===== src/rtl/hba_master_port_pkg.sv =====
// Shared definitions for the HBA master port: default bus widths
// and the 2-bit FSM state encoding.
package hba_master_port_pkg;

    localparam int HBA_DBUS_W = 8;
    localparam int HBA_ADDR_W = 12;

    typedef enum logic [1:0] {
        ST_IDLE = 2'b00,
        ST_REQ  = 2'b01,
        ST_XFER = 2'b10,
        ST_RESP = 2'b11
    } hba_state_e;

endpackage


===== src/rtl/hba_master_port.sv =====
// HBA bus-master front end: takes one register read/write command,
// requests the bus, runs a single transfer guarded by a watchdog and
// returns status and read data.
// Ports: hba_clk/hba_reset; cmd_* command handshake in; rsp_* response
// handshake out; hba_mrequest/hba_mgrant to the arbiter; hba_*_out
// bus drive (zero unless selected); hba_xferDone/hba_dbus from slave.
module hba_master_port
    import hba_master_port_pkg::*;
#(
    parameter int DBUS_WIDTH = HBA_DBUS_W,
    parameter int ADDR_WIDTH = HBA_ADDR_W,
    parameter int TIMEOUT    = 255
) (
    input  logic                  hba_clk,
    input  logic                  hba_reset,
    input  logic                  cmd_valid,
    output logic                  cmd_ready,
    input  logic                  cmd_rnw,
    input  logic [ADDR_WIDTH-1:0] cmd_addr,
    input  logic [DBUS_WIDTH-1:0] cmd_wdata,
    output logic                  rsp_valid,
    input  logic                  rsp_ready,
    output logic [DBUS_WIDTH-1:0] rsp_rdata,
    output logic                  rsp_err,
    output logic                  hba_mrequest,
    input  logic                  hba_mgrant,
    output logic                  hba_select_out,
    output logic [ADDR_WIDTH-1:0] hba_abus_out,
    output logic                  hba_rnw_out,
    output logic [DBUS_WIDTH-1:0] hba_dbus_out,
    input  logic                  hba_xferDone,
    input  logic [DBUS_WIDTH-1:0] hba_dbus
);

    localparam int CW = $clog2(TIMEOUT + 1);
    localparam logic [CW-1:0] TMO = CW'(TIMEOUT);

    hba_state_e state, state_d;

    logic                  lat_rnw;
    logic [ADDR_WIDTH-1:0] lat_addr;
    logic [DBUS_WIDTH-1:0] lat_wdata;
    logic [CW-1:0]         wd_cnt;

    logic accept;
    logic done;
    logic tmo;

    // Next state and transfer events; xferDone takes priority over
    // the watchdog when both land in the same cycle.
    always_comb begin
        state_d = state;
        accept  = 1'b0;
        done    = 1'b0;
        tmo     = 1'b0;
        unique case (state)
            ST_IDLE: begin
                if (cmd_valid && cmd_ready) begin
                    accept  = 1'b1;
                    state_d = ST_REQ;
                end
            end
            ST_REQ: begin
                if (hba_mgrant) begin
                    state_d = ST_XFER;
                end
            end
            ST_XFER: begin
                if (hba_xferDone) begin
                    done    = 1'b1;
                    state_d = ST_RESP;
                end else if (wd_cnt == TMO) begin
                    tmo     = 1'b1;
                    state_d = ST_RESP;
                end
            end
            ST_RESP: begin
                if (rsp_ready) begin
                    state_d = ST_IDLE;
                end
            end
            default: state_d = ST_IDLE;
        endcase
    end

    // Every output is a register loaded from the next state, so it
    // changes on the same edge as the state it belongs to.
    always_ff @(posedge hba_clk) begin
        if (hba_reset) begin
            state          <= ST_IDLE;
            cmd_ready      <= 1'b0;
            rsp_valid      <= 1'b0;
            rsp_rdata      <= '0;
            rsp_err        <= 1'b0;
            hba_mrequest   <= 1'b0;
            hba_select_out <= 1'b0;
            hba_abus_out   <= '0;
            hba_rnw_out    <= 1'b0;
            hba_dbus_out   <= '0;
            lat_rnw        <= 1'b0;
            lat_addr       <= '0;
            lat_wdata      <= '0;
            wd_cnt         <= '0;
        end else begin
            state          <= state_d;
            cmd_ready      <= (state_d == ST_IDLE);
            hba_mrequest   <= (state_d == ST_REQ);
            hba_select_out <= (state_d == ST_XFER);
            rsp_valid      <= (state_d == ST_RESP);

            if (accept) begin
                lat_rnw   <= cmd_rnw;
                lat_addr  <= cmd_addr;
                lat_wdata <= cmd_wdata;
            end

            // The bus is OR-combined, so drive zeros unless selected.
            if (state_d == ST_XFER) begin
                hba_abus_out <= lat_addr;
                hba_rnw_out  <= lat_rnw;
                hba_dbus_out <= lat_wdata;
            end else begin
                hba_abus_out <= '0;
                hba_rnw_out  <= 1'b0;
                hba_dbus_out <= '0;
            end

            // Zero outside XFER, so it starts from 0 on entry.
            if (state == ST_XFER) begin
                wd_cnt <= wd_cnt + CW'(1);
            end else begin
                wd_cnt <= '0;
            end

            if (done) begin
                rsp_rdata <= lat_rnw ? hba_dbus : '0;
                rsp_err   <= 1'b0;
            end else if (tmo) begin
                rsp_rdata <= '0;
                rsp_err   <= 1'b1;
            end else if (state == ST_RESP && rsp_ready) begin
                rsp_rdata <= '0;
                rsp_err   <= 1'b0;
            end
        end
    end

endmodule

===== config.mk =====
export PLATFORM = sky130hd
export DESIGN_NAME = hba_master_port
export DESIGN_NICKNAME = d
export VERILOG_FILES = /design/src/rtl/hba_master_port_pkg.sv /design/src/rtl/hba_master_port.sv
export SDC_FILE = /design/constraint.sdc
export NUM_CORES = 1
export LEC_CHECK = 0
export CAP_MARGIN = 0
export CORE_UTILIZATION = 45
export CTS_BUF_LIST = sky130_fd_sc_hd__clkbuf_16
export CTS_CLUSTER_DIAMETER = 40
export DETAILED_ROUTE_END_ITERATION = 10
export PLACE_DENSITY = 0.84
export SLEW_MARGIN = 20
export SYNTH_ARGS = -nofsm -noshare
export SYNTH_HDL_FRONTEND = slang
export SYNTH_SLANG_ARGS = --single-unit

===== constraint.sdc =====
create_clock -name hba_clk -period 2.6 [get_ports hba_clk]
set_input_delay 0.39 -clock hba_clk [delete_from_list [all_inputs] [get_ports hba_clk]]
set_output_delay 0.39 -clock hba_clk [all_outputs]
set_load 0.02 [all_outputs]

==> results of run 1 <==
==> cell type report <==
| cell class | instances | area, um2 |
|---|---|---|
| sequential | 65 | 1301 |
| clock buffer | 9 | 225.2 |
| tap | 67 | 83.83 |
| timing repair buffer | 71 | 703.2 |
| fill | 362 | 1524 |
| clock inverter | 7 | 62.56 |
| multi-input combinational | 151 | 874.6 |
| inverter | 3 | 11.26 |
==> sequential cells by signal, summed over array words and instances, names as in the netlist <==
name	flops
hba_abus_out	12
lat_addr	12
hba_dbus_out	8
lat_wdata	8
rsp_rdata	8
wd_cnt	8
state	2
cmd_ready	1
hba_mrequest	1
hba_rnw_out	1
hba_select_out	1
lat_rnw	1
rsp_err	1
rsp_valid	1
==> path summary, 6_finish.rpt <==
kind	start	end	depth (start not counted)	slack, ns
worst min register to register	lat_addr[5]	hba_abus_out[5]	2	0.44
worst min-delay path	lat_addr[5]	hba_abus_out[5]	2	0.44
worst max register to register	state[1]	hba_abus_out[0]	3	0.78
worst max-delay path	state[1]	hba_abus_out[0]	3	0.78
==> routing by layer <==
metal,GRT usage,vias to the layer above,wire length [um]
met5,0,-,0
met4,0.1264,0,49
met3,0.04282,6,211
met2,0.3200,56,2435
met1,0.2581,867,2292
li1,-,941,-
==> tightest hold or removal path, delay by kind of cell, from the launching register on <==
family	cells	cell delay (ns)
DFF	1	0.29
and+or+nand+nor	2	0.10
==> cells in the final DEF, fill, tap and decap left out, types with 2 or more instances in the layout <==
cell             instances
clkdlybuf4s50_1         68
dfxtp_1                 65
nand2_1                 45
a21oi_1                 27
nor3_1                  23
nor2b_1                  9
clkbuf_16                9
a32o_1                   8
nor2_1                   6
o21ai_0                  4
or3_1                    4
inv_1                    3
buf_4                    3
xnor2_1                  2
nand3_1                  2
nor3b_1                  2
clkinv_1                 2
==> per-stage QoR <==
stage	power [W]	instance area, um2	util	setup slack [ns]	std cells
2_1_floorplan	0.001151	2277	-	1.063	236
3_3_place_gp	0.001230	2974	0.6214	0.5668	357
3_5_place_dp	0.001235	2974	0.6214	0.5093	357
4_1_cts	0.002374	3262	0.6816	0.7758	373
5_1_grt	0.002438	3262	0.6816	0.6174	373
6_report	0.002357	3262	0.6816	0.7816	373
==> logic make-up (layout without fill, tap and decap cells) <==
kind of cell             count (synthesis)  after routing  share of synthesized area
AO/OA/AOI/OAI                           43             43                     0.1214
multiplexers                             2              2                    0.01429
adder cells (fa/ha/maj)                  1              1                   0.005494
AND/OR/NAND/NOR                        102            102                     0.2297
buffers and inverters                   20             90                    0.04615
flip-flops                              65             65                     0.5714
XOR/XNOR                                 3              3                    0.01154
==> power by group through the flow <==
stage          clock network [W]  registers, W  logic (W)
4_1_cts                  0.00116       0.00104   0.000173
6_report                 0.00114       0.00104   0.000172
3_5_place_dp                   0       0.00106   0.000172
2_1_floorplan                  0       0.00106  0.0000885
3_3_place_gp                   0       0.00106   0.000168
5_1_grt                  0.00120       0.00104   0.000188
==> run_results.csv, run 1 <==
group,metric,value,unit
cts,clockRootBuffer,"clkbuf_16",
cts,clk_pin_slew,0.05,ns
floorplanning,rows,25,
floorplanning,start_util,0.4758,
cts,postCtsSetupBuffers,0,
pwr,cellPowerDensity,722.7,nW/um2
yosys,synth-edff-count,0,
yosys,yosys-top-cells-count,"dfxtp_1, nand2_1, a21oi_1",
cts,clk_latency,0.32,ns
cts,cts_sinks,65,
worst_hold_path,hp-class,"reg -> reg",
timing,timing.fmax,549.9,MHz
placement,place_hpwl,3223,um
yosys,synth.net_count,272,
setup_path,critPathSlowestCell,"o21bai_2",
setup_path,path_buf_inv,0,
timing,final.setup.tns,0,ns
timing,min_period_over_period,0.6994,
final_layout,antenna_cells,0,
global_routing,grt_max_degree,39,
yosys,yosys.area.top_type,"dfxtp_1",
setup_path,cpLargestDelayFamily,"compound AO/OA/AOI/OAI gates",
placement,place_congestion,0.7609,
drt,wl_per_cell,13.37,um
run_status,status,"finished, final reports clean",
yosys,async_reset_ff_frac,0,
pwr,p_comb_frac,0.073,
drt,vias,1870,
cts,cts.htree.levels,3,
cts,cts-buffers-inserted,9,
setup_path,slowest_delay,0.73,ns
global_routing,antenna_found_initial,0,
setup_path,cp_cell_sequence,"and3b_1, o21bai_2, nor3_1",
yosys,synthFlopType,"dfxtp_1",
cts,cts_tree,"yes",
pwr,power.leakage,1.167,nW
final_layout,syn_to_final_growth,43.24,%
yosys,synth_area,2277,um2
global_routing,track_usage,0.2046,
setup_path,start_kind,"flip-flop",
floorplanning,die_h,73.14,um
floorplanning,coreArea,4786,um2
pwr,pwr-share-seq,0.442,
yosys,yosysMostFrequentCell,"dfxtp_1",
floorplanning,die_x,73.14,um
timing,slew_headroom,0.3959,
timing,hold_violations,0,
final_layout,drive_gt1_frac,0.08497,
final_layout,final_nets,337,
global_routing,grt_first_pass_wirelength,8031,um
yosys,ys_seq_area_frac,0.5714,
pwr,intPower,0.001844,W
timing,setup_viol,0,
yosys,synth-seq-cells,65,
cts,cts_resized,0,
timing,skew,0.008626,ns
pwr,p_sw,0.0005133,W
timing,rsz0062_at_grt,"false",
yosys,synth_top_area_share,0.5714,
timing,tightest_slew,0.9055,ns
pwr,vdd_drop_max,419.7,uV
setup_path,path_class,"reg -> reg",
yosys,syn_area_per_cell,9.649,um2
pwr,clock_power_share,0.485,
drt,firstDrtPassIters,4,
yosys,postSynthCellCount,236,
yosys,synth.distinct_cells,38,
floorplanning,io_pins,69,
pwr,switching_share,0.2177,
setup_path,worst_setup_path_end_kind,"flip-flop",
timing,hold_ws,0.4398,ns
timing,period_needed,1.818,ns
drt,ant_nets,0,
setup_path,crit_fanout,22,
drt,vias_per_cell,5.013,
yosys,synthTopCellsByArea,"dfxtp_1, nand2_1, a21oi_1",
placement,io_buffers,68,
drt,drt-total-wl,4988,um
cts,ctsHoldBuffers,0,
setup_path,cp.required,2.77,ns
setup_path,crit_arrival,1.99,ns
global_routing,overflow,0,
floorplanning,dieArea,5349,um2
drt,drc_errors,0,
job,drv_cap,0,
timing,drv_slew,0,
yosys,ys_warn_count,0,
drt,drt-initial-drc-count,107,
cts,clock_path_buffers,2,
global_routing,grt_pass1_vias,1781,
Power figures use the tool's default switching activity.
==> run 2: changes to the inputs <==
Settings changed: CORE_UTILIZATION 45 to 41, PLACE_DENSITY 0.84 to 0.81.
Clock period 2.6 ns to 1.5 ns, I/O delays scaled along.
==> run 2 against run 1 <==
Power is 82% higher; die area is 9.5% higher; non-clock buffer count is 10 higher; final cell count is 3.8% higher; critical path depth is 2 lower; via count is 2.2% higher; global-route usage is 2.1 points lower; critical endpoint is now hba_abus_out[5].
==> run_results.csv, run 2 (same netlist as run 1, synthesis figures left out) <==
group,metric,value,unit
cts,clockRootBuffer,"clkbuf_16",
setup_path,r2r_end,"hba_dbus_out[4]",
cts,cts.htree.levels,3,
final_layout,syn_to_final_growth,53.19,%
placement,place_hpwl,3353,um
final_layout,drive_gt1_frac,0.1388,
floorplanning,dieArea,5856,um2
run_status,status,"finished, final reports clean",
global_routing,grtUsageMet2,0.2982,
timing,timing.fmax,685.3,MHz
global_routing,grt_pass1_vias,1833,
global_routing,met3_usage,0.05988,
setup_path,slowest_delay,0.60,ns
drt,vias_per_cell,4.941,
final_layout,mostFrequentLayoutCell,"dfxtp_1",
worst_hold_path,min_to,"hba_abus_out[1]",
setup_path,path_class,"reg -> out",
cts,clk_latency,0.32,ns
cts,ctsHoldBuffers,0,
setup_path,path_buf_inv,1,
floorplanning,io_pins,69,
floorplanning,start_util,0.4348,
placement,place_congestion,0.8163,
cts,clock_path_buffers,2,
drt,firstDrtPassIters,4,
global_routing,grt_first_pass_wirelength,8224,um
pwr,cellPowerDensity,1232,nW/um2
setup_path,cp.required,1.27,ns
setup_path,r2r_slack,0.09,ns
global_routing,antenna_found_initial,0,
final_layout,top_regs,"hba_abus_out x12, lat_addr x12",
drt,wl_per_cell,13.11,um
floorplanning,die_x,76.53,um
setup_path,reg2reg_depth,5,
drt,vias,1912,
floorplanning,rows,26,
final_layout,mostFrequentLayoutCells,"dfxtp_1, clkdlybuf4s50_1, nand2_1",
drt,drt-total-wl,5075,um
cts,cts_tree,"yes",
timing,skew,0.004373,ns
timing,hold_violations,0,
placement,io_buffers,68,
timing,period_needed,1.459,ns
floorplanning,coreArea,5238,um2
setup_path,start_kind,"flip-flop",
pwr,power.leakage,1.453,nW
cts,clk_pin_slew,0.05,ns
setup_path,worst_setup_path_end_kind,"output pin",
setup_path,crit_fanout,1,
setup_path,cp_cell_sequence,"clkdlybuf4s50_1",
worst_hold_path,hold-path-cell-count,2,
global_routing,grt_max_degree,23,
cts,cts_sinks,65,
timing,rsz0062_at_grt,"false",
pwr,vdd_drop_max,837.2,uV
setup_path,critPathSlowestCell,"clkdlybuf4s50_1",
job,drv_cap,0,
final_layout,final_nets,348,
floorplanning,die_h,76.53,um
worst_hold_path,hp-class,"reg -> reg",
placement,place_inst,369,
global_routing,top_usage_layer,"met2",
final_layout,antenna_cells,0,
worst_hold_path,min-delay-start,"lat_addr[1]",
drt,ant_nets,0,
final_layout,layoutNonFillerInstCount,387,
setup_path,r2r_start,"state[0]",
cts,cts-buffers-inserted,9,
drt,drc_errors,0,
timing,tightest_slew,0.5567,ns
timing,min_period_over_period,0.9728,
setup_path,crit_arrival,1.23,ns
drt,drt-initial-drc-count,85,
global_routing,overflow,0,
timing,setup_viol,0,
timing,drv_slew,0,
timing,slew_headroom,0.6269,
global_routing,track_usage,0.1835,
global_routing,met1_usage,0.2116,
pwr,power.total,0.004298,W
setup_path,cpLargestDelayFamily,"buffers and inverters",
==> run 2: cell types whose count changed in the layout (fill, tap and decap cells not counted), moves of 2 or more <==
cell / change
buf_6: +3
dlygate4sd2_1: +4
buf_12: +3
dlymetal6s2s_1: +9
dfxtp_2: +2
clkdlybuf4s50_1: -13
dfxtp_1: -3
buf_4: +4
clkinv_4: +2
==> run 2: report_power, final <==
group          total, W  switching, W  internal (W)  leakage [nW]
logic          0.000326      0.000150      0.000176         0.769
registers       0.00180     0.0000269       0.00178         0.528
clock network   0.00217      0.000716       0.00145         0.157
==> run 2: per-layer routing <==
metal,up-vias,share of wire
met3,11,0.046
met2,56,0.48
met1,874,0.44
li1,971,-
met5,-,0
met4,0,0.028
==> run 2: metrics by stage <==
stage	hold slack (ns)	setup slack [ns]	setup TNS [ns]	cell area (um2)	util
after global placement	0.4199	-0.2357	-2.260	3094	0.5908
after floorplan	0.3216	0.01681	0	2288	-
after CTS	0.4479	0.006437	0	3420	0.6529
after global routing	0.4628	0.005247	0	3488	0.6660
final	0.4423	0.04078	0	3488	0.6660
after detailed placement	0.4330	-0.2773	-3.133	3094	0.5908
==> run 2: what timing repair did <==
item,in CTS,in global routing
buffers inserted,0,0
endpoints found under the hold margin,0,0
resized for setup,7,18
pin swaps,0,3
setup endpoints to repair,27,40
cloned,0,2
==> run 2: final cells by class <==
class,instances,area [um2]
Inverter,3,11.26
Multi-Input combinational cell,152,917.1
Clock buffer,9,225.2
Clock inverter,7,95.09
Sequential cell,65,1308
Fill cell,419,1749
Timing Repair Buffer,81,844.6
Tap cell,70,87.58
==> run 2: how the worst max path moves through the flow <==
stage / startpoint / endpoint / slack, ns / cells after the start
global placement: hba_xferDone / rsp_rdata[2] / -0.24 / 4
finish: hba_abus_out[5] / hba_abus_out[5] / 0.04 / 1
CTS: hba_abus_out[11] / hba_abus_out[11] / 0.006 / 1
floorplan: wd_cnt[1] / rsp_rdata[0] / 0.02 / 5
global route: hba_abus_out[3] / hba_abus_out[3] / 0.005 / 1
detailed placement: hba_xferDone / rsp_rdata[7] / -0.28 / 4
